==> src/rtl/seg_scan_driver.sv <==
// Multiplexed seven-segment scan driver.
// Steps through DIGITS digits, SCAN_DIV clock cycles per digit. Each slot
// starts with one dead cycle (all anodes off) so the previous digit does not
// ghost. Outputs are registered, so they lag the scan state by one cycle.
module seg_scan_driver #(
    parameter int DIGITS   = 4,
    parameter int SCAN_DIV = 100000
) (
    input  logic                  clk,
    input  logic                  rst,
    input  logic [4*DIGITS-1:0]   value,
    input  logic [DIGITS-1:0]     dp_en,
    input  logic [DIGITS-1:0]     blank_en,
    input  logic                  lz_suppress,
    input  logic                  load,
    output logic [7:0]            seg_out,
    output logic [DIGITS-1:0]     an_out,
    output logic                  frame_done
);

    localparam int CNT_W = $clog2(SCAN_DIV);
    localparam int IDX_W = (DIGITS > 1) ? $clog2(DIGITS) : 1;
    localparam logic [CNT_W-1:0] CNT_LAST = CNT_W'(SCAN_DIV - 1);
    localparam logic [IDX_W-1:0] IDX_LAST = IDX_W'(DIGITS - 1);

    logic [4*DIGITS-1:0] val_q;
    logic [DIGITS-1:0]   dp_q;
    logic [DIGITS-1:0]   blank_q;
    logic                lz_q;

    logic [CNT_W-1:0]    cnt_q;
    logic [IDX_W-1:0]    idx_q;

    logic                slot_end;
    logic                frame_end;
    logic [DIGITS-1:0]   upper_zero;
    logic                run_zero;
    logic [3:0]          nib;
    logic                dp_bit;
    logic                blank_bit;
    logic                lead_zero;
    logic [6:0]          seg7;
    logic [7:0]          seg_next;
    logic [DIGITS-1:0]   an_next;

    // Shadow copies of the display data; load replaces them, reset clears them.
    always_ff @(posedge clk) begin
        if (rst) begin
            val_q   <= '0;
            dp_q    <= '0;
            blank_q <= '0;
            lz_q    <= 1'b0;
        end else if (load) begin
            val_q   <= value;
            dp_q    <= dp_en;
            blank_q <= blank_en;
            lz_q    <= lz_suppress;
        end
    end

    // Slot boundary and end-of-frame detection.
    always_comb begin
        slot_end  = (cnt_q == CNT_LAST);
        frame_end = slot_end && (idx_q == IDX_LAST);
    end

    // Slot counter and digit index; loads never disturb the scan position.
    always_ff @(posedge clk) begin
        if (rst) begin
            cnt_q <= '0;
            idx_q <= '0;
        end else if (slot_end) begin
            cnt_q <= '0;
            idx_q <= (idx_q == IDX_LAST) ? '0 : idx_q + 1'b1;
        end else begin
            cnt_q <= cnt_q + 1'b1;
        end
    end

    // Mark digits that sit above the highest nonzero nibble (leading zeros).
    always_comb begin
        upper_zero = '0;
        run_zero   = 1'b1;
        for (int i = DIGITS - 1; i >= 0; i--) begin
            run_zero      = run_zero && (val_q[4*i +: 4] == 4'h0);
            upper_zero[i] = run_zero;
        end
    end

    // Pick out the active digit's nibble and per-digit flags.
    always_comb begin
        nib       = 4'h0;
        dp_bit    = 1'b0;
        blank_bit = 1'b0;
        lead_zero = 1'b0;
        for (int i = 0; i < DIGITS; i++) begin
            if (idx_q == IDX_W'(i)) begin
                nib       = val_q[4*i +: 4];
                dp_bit    = dp_q[i];
                blank_bit = blank_q[i];
                lead_zero = upper_zero[i] && (i != 0);
            end
        end
    end

    // Hex nibble to active-low g..a pattern.
    always_comb begin
        seg7 = 7'h7F;
        case (nib)
            4'h0: seg7 = 7'h40;
            4'h1: seg7 = 7'h79;
            4'h2: seg7 = 7'h24;
            4'h3: seg7 = 7'h30;
            4'h4: seg7 = 7'h19;
            4'h5: seg7 = 7'h12;
            4'h6: seg7 = 7'h02;
            4'h7: seg7 = 7'h78;
            4'h8: seg7 = 7'h00;
            4'h9: seg7 = 7'h10;
            4'hA: seg7 = 7'h08;
            4'hB: seg7 = 7'h03;
            4'hC: seg7 = 7'h46;
            4'hD: seg7 = 7'h21;
            4'hE: seg7 = 7'h06;
            4'hF: seg7 = 7'h0E;
            default: seg7 = 7'h7F;
        endcase
    end

    // Combine blanking, zero suppression and dp; anodes go dark on the slot's first cycle.
    always_comb begin
        if (blank_bit) begin
            seg_next = 8'hFF;
        end else if (lz_q && lead_zero) begin
            seg_next = {~dp_bit, 7'h7F};
        end else begin
            seg_next = {~dp_bit, seg7};
        end
        an_next = (cnt_q == '0) ? '1 : ~(DIGITS'(1) << idx_q);
    end

    // Registered outputs, one cycle behind the scan state.
    always_ff @(posedge clk) begin
        if (rst) begin
            seg_out    <= 8'hFF;
            an_out     <= '1;
            frame_done <= 1'b0;
        end else begin
            seg_out    <= seg_next;
            an_out     <= an_next;
            frame_done <= frame_end;
        end
    end

endmodule

==> config.mk <==
export PLATFORM = sky130hd
export DESIGN_NAME = seg_scan_driver
export DESIGN_NICKNAME = d
export VERILOG_FILES = /design/src/rtl/seg_scan_driver.sv
export SDC_FILE = /design/constraint.sdc
export NUM_CORES = 1
export LEC_CHECK = 0
export CAP_MARGIN = 10
export CORE_MARGIN = 1.5
export CORE_UTILIZATION = 45
export CTS_CLUSTER_SIZE = 30
export DETAILED_ROUTE_END_ITERATION = 10
export DONT_BUFFER_PORTS = 1
export PLACE_DENSITY_LB_ADDON = 0.12
export SLEW_MARGIN = 20
export SYNTH_ARGS = -nofsm -noshare
export SYNTH_HDL_FRONTEND = slang
export SYNTH_SLANG_ARGS = --single-unit
export TNS_END_PERCENT = 5
==> constraint.sdc <==
create_clock -name clk -period 6.2 [get_ports clk]
set_input_delay 1.24 -clock clk [delete_from_list [all_inputs] [get_ports clk]]
set_output_delay 1.24 -clock clk [all_outputs]
set_load 0.03 [all_outputs]
==> results of run 1 <==
[cell type report]
type | instances | area, sq um | share of cell area
multi-input combinational | 202 | 1375 | 0.4797
sequential | 57 | 1141 | 0.3981
clock buffer | 12 | 155.1 | 0.05412
tap | 72 | 90.09 | 0.03143
inverter | 14 | 52.55 | 0.01833
clock inverter | 3 | 40.04 | 0.01397
timing repair buffer | 2 | 12.51 | 0.004365
[worst paths after layout]
path	endpoint	slack (ns)
worst min register to register	cnt_q[0]$_SDFF_PP0_	0.45
worst max register to register	seg_out[1]$_SDFF_PP1_	3.33
worst min-delay path	cnt_q[0]$_SDFF_PP0_	0.45
worst max-delay path	seg_out[1]$_SDFF_PP1_	3.33
[cell families after synthesis]
family,share of synthesized area
DFF,0.4306
muxes,0.1147
adders and majority gates,0.05666
and+or+nand+nor,0.2191
xor gates and xnor gates,0.04957
buffers and inverters,0.05052
AOI/OAI and AO/OA,0.07886
[per-layer routing]
layer	global-route usage	vias up	routed length [um]
met4	0.07586	0	77
met3	0.09029	10	369
li1	-	975	-
met1	0.2037	825	2307
met2	0.2568	39	2140
met5	0	-	0
[state kept, by name, indices dropped and copies added, names as in the netlist]
register	cells
dp_q	4
cnt_q	17
lz_q	1
frame_done	1
an_out	4
blank_q	4
idx_q	2
seg_out	8
val_q	16
[worst reg2reg max path: stages (launching register included)]
cell      delay [ns]
dfxtp_1         0.39
ha_1            0.57
a211oi_1        0.09
a221oi_1        0.64
inv_1           0.21
ha_1            0.34
o211ai_1        0.16
or3b_1          0.35
[power groups by stage]
stage	sequential, mW	clock, mW	combinational, mW
after global routing	0.407	0.378	0.0569
after detailed placement	0.413	0	0.0496
after floorplan	0.410	0	0.0490
final	0.405	0.344	0.0496
after global placement	0.414	0	0.0488
after CTS	0.405	0.354	0.0503
[stage by stage]
stage          setup WS (ns)  utilization  power [mW]
6_report               3.330       0.5112      0.7990
5_1_grt                3.041       0.5112      0.8415
4_1_cts                3.321       0.5112      0.8098
3_5_place_dp           3.328       0.4764      0.4630
3_3_place_gp           3.458       0.4755      0.4626
2_1_floorplan          3.738            -      0.4588
[cell usage in the layout (no fill, tap or decap), types with 2 or more instances in the layout]
cell type   n
nand2b_1    4
ha_1       12
clkinv_2    2
inv_1      14
nand2_1    18
clkbuf_8   11
and3_1      5
mux2i_1    27
dfxtp_1    57
a211oi_1    4
a211o_1     2
o22ai_1     2
a221oi_1    3
o211ai_1    3
nand4_1     2
nor2_1     52
nor3_1      3
a21oi_1     8
o21ai_0     4
xor2_1      4
nor4_1      4
nand3_1     4
nand3b_1    7
nor3b_1     4
mux2_2      3
xnor2_1    11
==> impl_metrics.yaml, run 1 <==
critical_path:
  slowest_delay_ns: 0.64
  crit_top_cell: "ha_1"
  cp-start-kind: "register"
  r2r_start: "idx_q[0]$_SDFFE_PP0N_"
  cp_cell_sequence: "ha_1 -> a211oi_1 -> a221oi_1 -> inv_1 -> ha_1 -> o211ai_1 -> or3b_1"
  slowest_stage: "a221oi_1"
  crit_type: "register to register"
  crit_fanout: 20
  worst-path-buf-inv: 1
  critPathLaunch: "idx_q[0]$_SDFFE_PP0N_"
  critical_path_required_ns: 6.42
  worstRegToRegCells: 7
  endpoint_kind: "register"
  worst_path_dominant_cell_family: "adder cells"
  cp_data_arrival_time_ns: 3.09
  crit_cells: 7
floorplan:
  initial_core_util: 0.4726
  die_x_um: 79.74
  rows: 27
  coreArea_sq_um: 5608
  die-area_sq_um: 6358
  die_h_um: 79.74
  io_pins: 41
place:
  gp_congestion: 0.7617
  hpwl_mm: 3.444
  port_buffers: 0
  dpl_cell_area_sq_um: 2671
  dp.cells: 347
pwr:
  p_sw_frac: 0.2327
  p_clk_frac: 0.431
  p_int_mw: 0.6130
  total_leakage_power_nw: 1.158
  p_per_area_nw_per_um2: 278.7
  peakVddDrop_v: 0.0001283
  p_seq_frac: 0.507
  power.switching_mw: 0.1860
  p_comb_frac: 0.062
routing:
  via_per_inst: 5.108
  drt-initial-drc-count: 59
  postRouteAntennaNets: 0
  vias: 1849
  drt_pass1_iterations: 4
  drc: 0
  drt-wirelength-per-cell_um: 13.52
  drt-total-wl_mm: 4.894
clock_network:
  clkTransAtPathRegs_ns: 0.06
  cts_hold_buf: 0
  insertion_delay_ns: 0.34
  post_cts_resized: 0
  cts_setup_buffers: 0
  htree_levels: 3
  cts_buffers: 9
  tritoncts: "built"
  clock_sinks: 57
  root_buffer: "clkbuf_8"
  cts_buffer_depth: 2
sta:
  max_freq_mhz: 348.5
  tns_ns: 0
  period_share: 0.4628
  relSlewSlack: 0.5467
  grt_setup_unrepaired: "no"
  tightest_slew_ns: 0.6800
  whs_ns: 0.4538
  drv_slew: 0
  fin_skew_ns: 0.003624
  setup_viol_count_final: 0
  hold_violations: 0
  layout_min_cycle_time_ns: 2.870
final_layout:
  drive_above_1_share: 0.08621
  finish.instance_area_sq_um: 2867
  areaGrowthSynthToFinish_pct: 8.168
  num_antenna_cells: 0
  stdcell_count: 362
  n_fill_cell: 562
  nets: 326
yosys:
  synth_nets: 327
  netlist_instances: 287
  synth_top_cell_area_share: 0.4306
  yosysTopAreaCell: "dfxtp_1"
  synthDistinctLibCells: 46
  synth_common_cells: "dfxtp_1 (57), nor2_1 (52), mux2i_1 (27)"
  ys_top_cells_by_area: "dfxtp_1 (43%), mux2i_1 (10%), nor2_1 (7.4%), ha_1 (5.7%), xnor2_1 (3.6%)"
  synth.avg_cell_area_sq_um: 9.234
  ys_seq_area_frac: 0.4306
  ys_async_sr_fraction: 0
  ys.flop_type: "dfxtp_1"
  synth-edff-count: 0
  synth_area_sq_um: 2650
  yosys_warnings: 0
  synth_most_common_cell: "dfxtp_1"
  synth_seq_cells: 57
min_path:
  hold_path.class: "register to register"
  hold_path.startpoint: "cnt_q[0]$_SDFF_PP0_"
  whs_path_depth: 1
global_routing:
  grtUsageTotal: 0.1717
  antenna_found_initial: 0
  grt_pass1_vias: 1774
  grt-ovfl-total: 0
  grt_max_degree: 33
  grt_pass1_wl_mm: 8.211
run_status:
  status: "finished, final reports clean"
job:
  cap_viol_max_count: 0
Power figures use the tool's default switching activity.
==> run 2, diff against run 1 <==
Clock period 6.2 ns to 2.4 ns, I/O delays scaled along.
==> run 2 against run 1 <==
  * Sequential cell count is the same
  * Largest cell class unchanged
  * Largest power group unchanged
  * Combinational power grew to 2.8 times the previous value
  * Design area grew 4.3%
  * Final cell count grew 3.0%
==> impl_metrics.yaml, run 2 (same netlist as run 1, synthesis figures left out) <==
floorplan:
  coreArea_sq_um: 5608
  rows: 27
  die_x_um: 79.74
  initial_core_util: 0.4726
  die_h_um: 79.74
  io_pins: 41
  die-area_sq_um: 6358
final_layout:
  largest_reg_flops: 17
  post-route-util: 0.5330
  drive_above_1_share: 0.1395
  num_antenna_cells: 0
  areaGrowthSynthToFinish_pct: 12.80
  layout_common_cells: "dfxtp_1 (57), nor2_1 (52), mux2i_1 (27)"
  finish.instance_area_sq_um: 2989
  nets: 337
  reg_top3: "cnt_q x17, val_q x16, seg_out x8"
  stdcell_count: 373
  largest_register: "cnt_q"
  final_common_cell: "dfxtp_1"
min_path:
  whs_path_depth: 1
  hold_path.class: "primary input to register"
  hold_path.startpoint: "rst"
sta:
  relSlewSlack: 0.6029
  drv_slew: 0
  grt_setup_unrepaired: "no"
  setup_viol_count_final: 0
  hold_violations: 0
  fin_skew_ns: 0.008646
  period_share: 0.9241
  tns_ns: 0
  tightest_slew_ns: 0.5931
  max_freq_mhz: 450.9
  layout_min_cycle_time_ns: 2.218
routing:
  drt-wirelength-per-cell_um: 14.15
  drt_pass1_iterations: 4
  vias: 1950
  postRouteAntennaNets: 0
  drt-total-wl_mm: 5.277
  via_per_inst: 5.228
  drt-initial-drc-count: 130
  drc: 0
global_routing:
  use_met2: 0.2873
  grt_max_degree: 33
  grt_use_met3: 0.07429
  grt_pass1_vias: 1881
  met1_usage: 0.2191
  grt-ovfl-total: 0
  grt_pass1_wl_mm: 8.832
  grtUsageTotal: 0.1853
  top_usage_layer: "met2"
  antenna_found_initial: 0
clock_network:
  cts_buffers: 9
  root_buffer: "clkbuf_8"
  cts_hold_buf: 0
  tritoncts: "built"
  htree_levels: 3
  cts_buffer_depth: 2
  insertion_delay_ns: 0.34
  clock_sinks: 57
  clkTransAtPathRegs_ns: 0.07
critical_path:
  slowest_stage: "dfxtp_1"
  crit_type: "register to register"
  cp_data_arrival_time_ns: 2.45
  cp-start-kind: "register"
  critical_path_required_ns: 2.63
  crit_fanout: 7
  endpoint_kind: "register"
  critPathLaunch: "idx_q[0]$_SDFFE_PP0N_"
  worstRegToRegCells: 8
  slowest_delay_ns: 0.42
  r2r_start: "idx_q[0]$_SDFFE_PP0N_"
  cp_cell_sequence: "inv_1 -> ha_2 -> a211oi_1 -> a221oi_2 -> buf_4 -> ha_1 -> mux2_2 -> a211o_1"
pwr:
  p_per_area_nw_per_um2: 717.3
  peakVddDrop_v: 0.0003388
  total_leakage_power_nw: 1.219
run_status:
  status: "finished, final reports clean"
place:
  gp_congestion: 0.7805
  dpl_cell_area_sq_um: 2748
  dp.cells: 356
  port_buffers: 0
  hpwl_mm: 3.705
job:
  cap_viol_max_count: 0
run 2: changes by cell type in the layout (fill, tap and decap cells not counted), sizes merged:
cell    delta
buf       +11
clkinv     -1
clkbuf     +1
run 2: per-stage QoR:
| stage | hold WS [ns] | power [mW] | setup slack [ns] |
|---|---|---|---|
| 2_1_floorplan | 0.4254 | 1.186 | 0.01937 |
| 3_3_place_gp | 0.4453 | 1.205 | 0.1496 |
| 3_5_place_dp | 0.4495 | 1.207 | 0.08709 |
| 4_1_cts | 0.1860 | 2.172 | 0.07997 |
| 5_1_grt | 0.1777 | 2.240 | 0.01640 |
| 6_report | 0.2041 | 2.144 | 0.1821 |
run 2: final timing paths:
path,slack (ns),to
hold reg to reg,0.46,cnt_q[0]$_SDFF_PP0_
setup / recovery,0.18,seg_out[5]$_SDFF_PP1_
setup reg to reg,0.18,seg_out[5]$_SDFF_PP1_
hold / removal,0.20,idx_q[0]$_SDFFE_PP0N_
run 2: where the power goes:
part / internal [mW] / total, mW / switching, mW
clock: 0.585 / 0.956 / 0.371
sequential: 0.991 / 1.05 / 0.0562
combinational: 0.0746 / 0.141 / 0.0665
total: 1.65 / 2.14 / 0.494
run 2: per-layer routing:
| layer | vias to the layer above | share of wire |
|---|---|---|
| met1 | 912 | 0.46 |
| met4 | 0 | 0.022 |
| met3 | 11 | 0.048 |
| li1 | 997 | - |
| met2 | 30 | 0.47 |
| met5 | - | 0 |
run 2: repair_timing:
item / 4_1_cts / 5_1_grt
gates resized for setup: 0 / 4
buffers inserted: 0 / 2
endpoints found under the setup margin: 0 / 4
run 2: layout make-up:
type,instances,area [sq um]
fill,542,2619
multi-input combinational,202,1394
sequential,57,1141
clock buffer,13,178.9
timing repair buffer,13,97.59
tap,72,90.09
inverter,14,52.55
clock inverter,2,35.03
run 2: critical path: cells and delay by family (launching register included):
kind | cells | cell delay, ns
AOI/OAI and AO/OA | 3 | 0.68
DFF | 1 | 0.42
adders and majority gates | 2 | 0.47
muxes | 1 | 0.28
buffers and inverters | 2 | 0.26
==> run 3, diff against run 2 <==
Settings changed: PLACE_DENSITY set to 0.7, PLACE_DENSITY_LB_ADDON 0.12 to not set, TNS_END_PERCENT 5 to not set.
==> run 3 against run 2 <==
  * Global-route usage decreased by 1.2 points
  * Setup slack worse by 0.021 ns
  * Wire length shrank 2.8%
  * Utilization decreased by 0.74 points
  * Sequential power about the same
  * Power decreased by 1.6%
  * Count of clock-buffer cells in the layout increased by 1
  * Critical path type unchanged
==> impl_metrics.yaml, run 3 (same netlist as run 1, synthesis figures left out) <==
run_status:
  status: "finished, final reports clean"
critical_path:
  slowest_stage: "dfxtp_1"
  slowest_delay_ns: 0.39
  cp_data_arrival_time_ns: 2.45
  crit_top_cell: "inv_1"
  endpoint_kind: "register"
  worst-path-buf-inv: 2
  crit_fanout: 7
  cp-start-kind: "register"
  worst_path_dominant_cell_family: "simple AND/OR/NAND/NOR gates"
  critical_path_required_ns: 2.61
  crit_type: "register to register"
  cp_cell_sequence: "inv_1 -> ha_2 -> nand3b_1 -> a221oi_2 -> inv_1 -> ha_1 -> o211ai_1 -> or3b_1"
clock_network:
  htree_levels: 3
  clkTransAtPathRegs_ns: 0.06
  cts_setup_buffers: 0
  root_buffer: "clkbuf_8"
  cts_buffer_depth: 2
  cts_buffers: 9
  insertion_delay_ns: 0.33
  tritoncts: "built"
  clock_sinks: 57
floorplan:
  io_pins: 41
  initial_core_util: 0.4726
  die_x_um: 79.74
  die_h_um: 79.74
  die-area_sq_um: 6358
  coreArea_sq_um: 5608
  rows: 27
routing:
  drt-total-wl_mm: 5.128
  drt-initial-drc-count: 100
  drt-wirelength-per-cell_um: 13.90
  drt_pass1_iterations: 4
  via_per_inst: 5.285
  drc: 0
  vias: 1950
  postRouteAntennaNets: 0
global_routing:
  grt_max_degree: 33
  met1_usage: 0.1906
  top_usage_layer: "met2"
  antenna_found_initial: 0
  grt_pass1_vias: 1878
  grt-ovfl-total: 0
  use_met2: 0.2907
  grt_use_met3: 0.06400
  grtUsageTotal: 0.1730
  grt_pass1_wl_mm: 8.328
final_layout:
  nets: 332
  multi_input_area_sq_um: 1396
  areaGrowthSynthToFinish_pct: 11.24
  reg_top3: "cnt_q x17, val_q x16, seg_out x8"
  num_antenna_cells: 0
  final_common_cell: "dfxtp_1"
  largest_reg_flops: 17
  post-route-util: 0.5257
  drive_above_1_share: 0.1246
  largest_register: "cnt_q"
  layout_common_cells: "dfxtp_1 (57), nor2_1 (52), mux2i_1 (27)"
  n_fill_cell: 531
  seq_area_sq_um: 1141
pwr:
  peakVddDrop_v: 0.0003527
  p_per_area_nw_per_um2: 715.8
  total_leakage_power_nw: 1.187
sta:
  relSlewSlack: 0.6285
  hold_violations: 0
  tightest_slew_ns: 0.5548
  fin_skew_ns: 0.008501
  setup_viol_count_final: 0
  period_share: 0.9328
  max_freq_mhz: 446.7
  tns_ns: 0
  layout_min_cycle_time_ns: 2.239
  grt_setup_unrepaired: "no"
  drv_slew: 0
job:
  cap_viol_max_count: 0
place:
  port_buffers: 0
  gp_congestion: 0.8409
  hpwl_mm: 3.734
min_path:
  hold_path.class: "primary input to register"
run 3: cell count changes in the layout (fill, tap and decap cells not counted), sizes merged:
cell,change
buf,-5
clkbuf,+1
run 3: through the flow:
step                power [mW]  instance area (sq um)  hold WS [ns]  cells  setup slack (ns)
floorplan                1.186                   2656        0.4254    287           0.01937
global placement         1.200                   2725        0.4413    353            0.1628
detailed placement       1.206                   2725        0.4521    353           0.07023
CTS                      2.136                   2933        0.1896    369           0.05707
global route             2.197                   2948        0.1933    369           0.02156
finish                   2.110                   2948        0.2087    369            0.1613
run 3: area by class of cell:
| class | instances | area share |
|---|---|---|
| Multi-Input combinational cell | 202 | 0.4737 |
| Sequential cell | 57 | 0.3871 |
| Tap cell | 72 | 0.03056 |
| Inverter | 14 | 0.01783 |
| Clock buffer | 14 | 0.05857 |
| Clock inverter | 2 | 0.01188 |
| Timing Repair Buffer | 8 | 0.02037 |
run 3: timing repair:
action	CTS	global route
endpoints found under the setup margin	0	5
resized for setup	0	5
hold buffers	0	0
run 3: report_power, final:
group | switching (mW) | internal, mW
logic | 0.0666 | 0.0715
clock network | 0.361 | 0.564
registers | 0.0564 | 0.991
run 3: per-layer routing:
metal / vias to the layer above / share of wire
li1: 990 / -
met1: 901 / 0.42
met2: 50 / 0.50
met3: 9 / 0.062
met4: 0 / 0.015
met5: - / 0
run 3: worst paths after layout:
path	from	to	slack [ns]	cells past startpoint
max	idx_q[1]$_SDFFE_PP0N_	seg_out[1]$_SDFF_PP1_	0.16	8
min	rst	idx_q[0]$_SDFFE_PP0N_	0.21	1
max reg2reg	idx_q[1]$_SDFFE_PP0N_	seg_out[1]$_SDFF_PP1_	0.16	8
min reg2reg	cnt_q[0]$_SDFF_PP0_	cnt_q[0]$_SDFF_PP0_	0.46	1
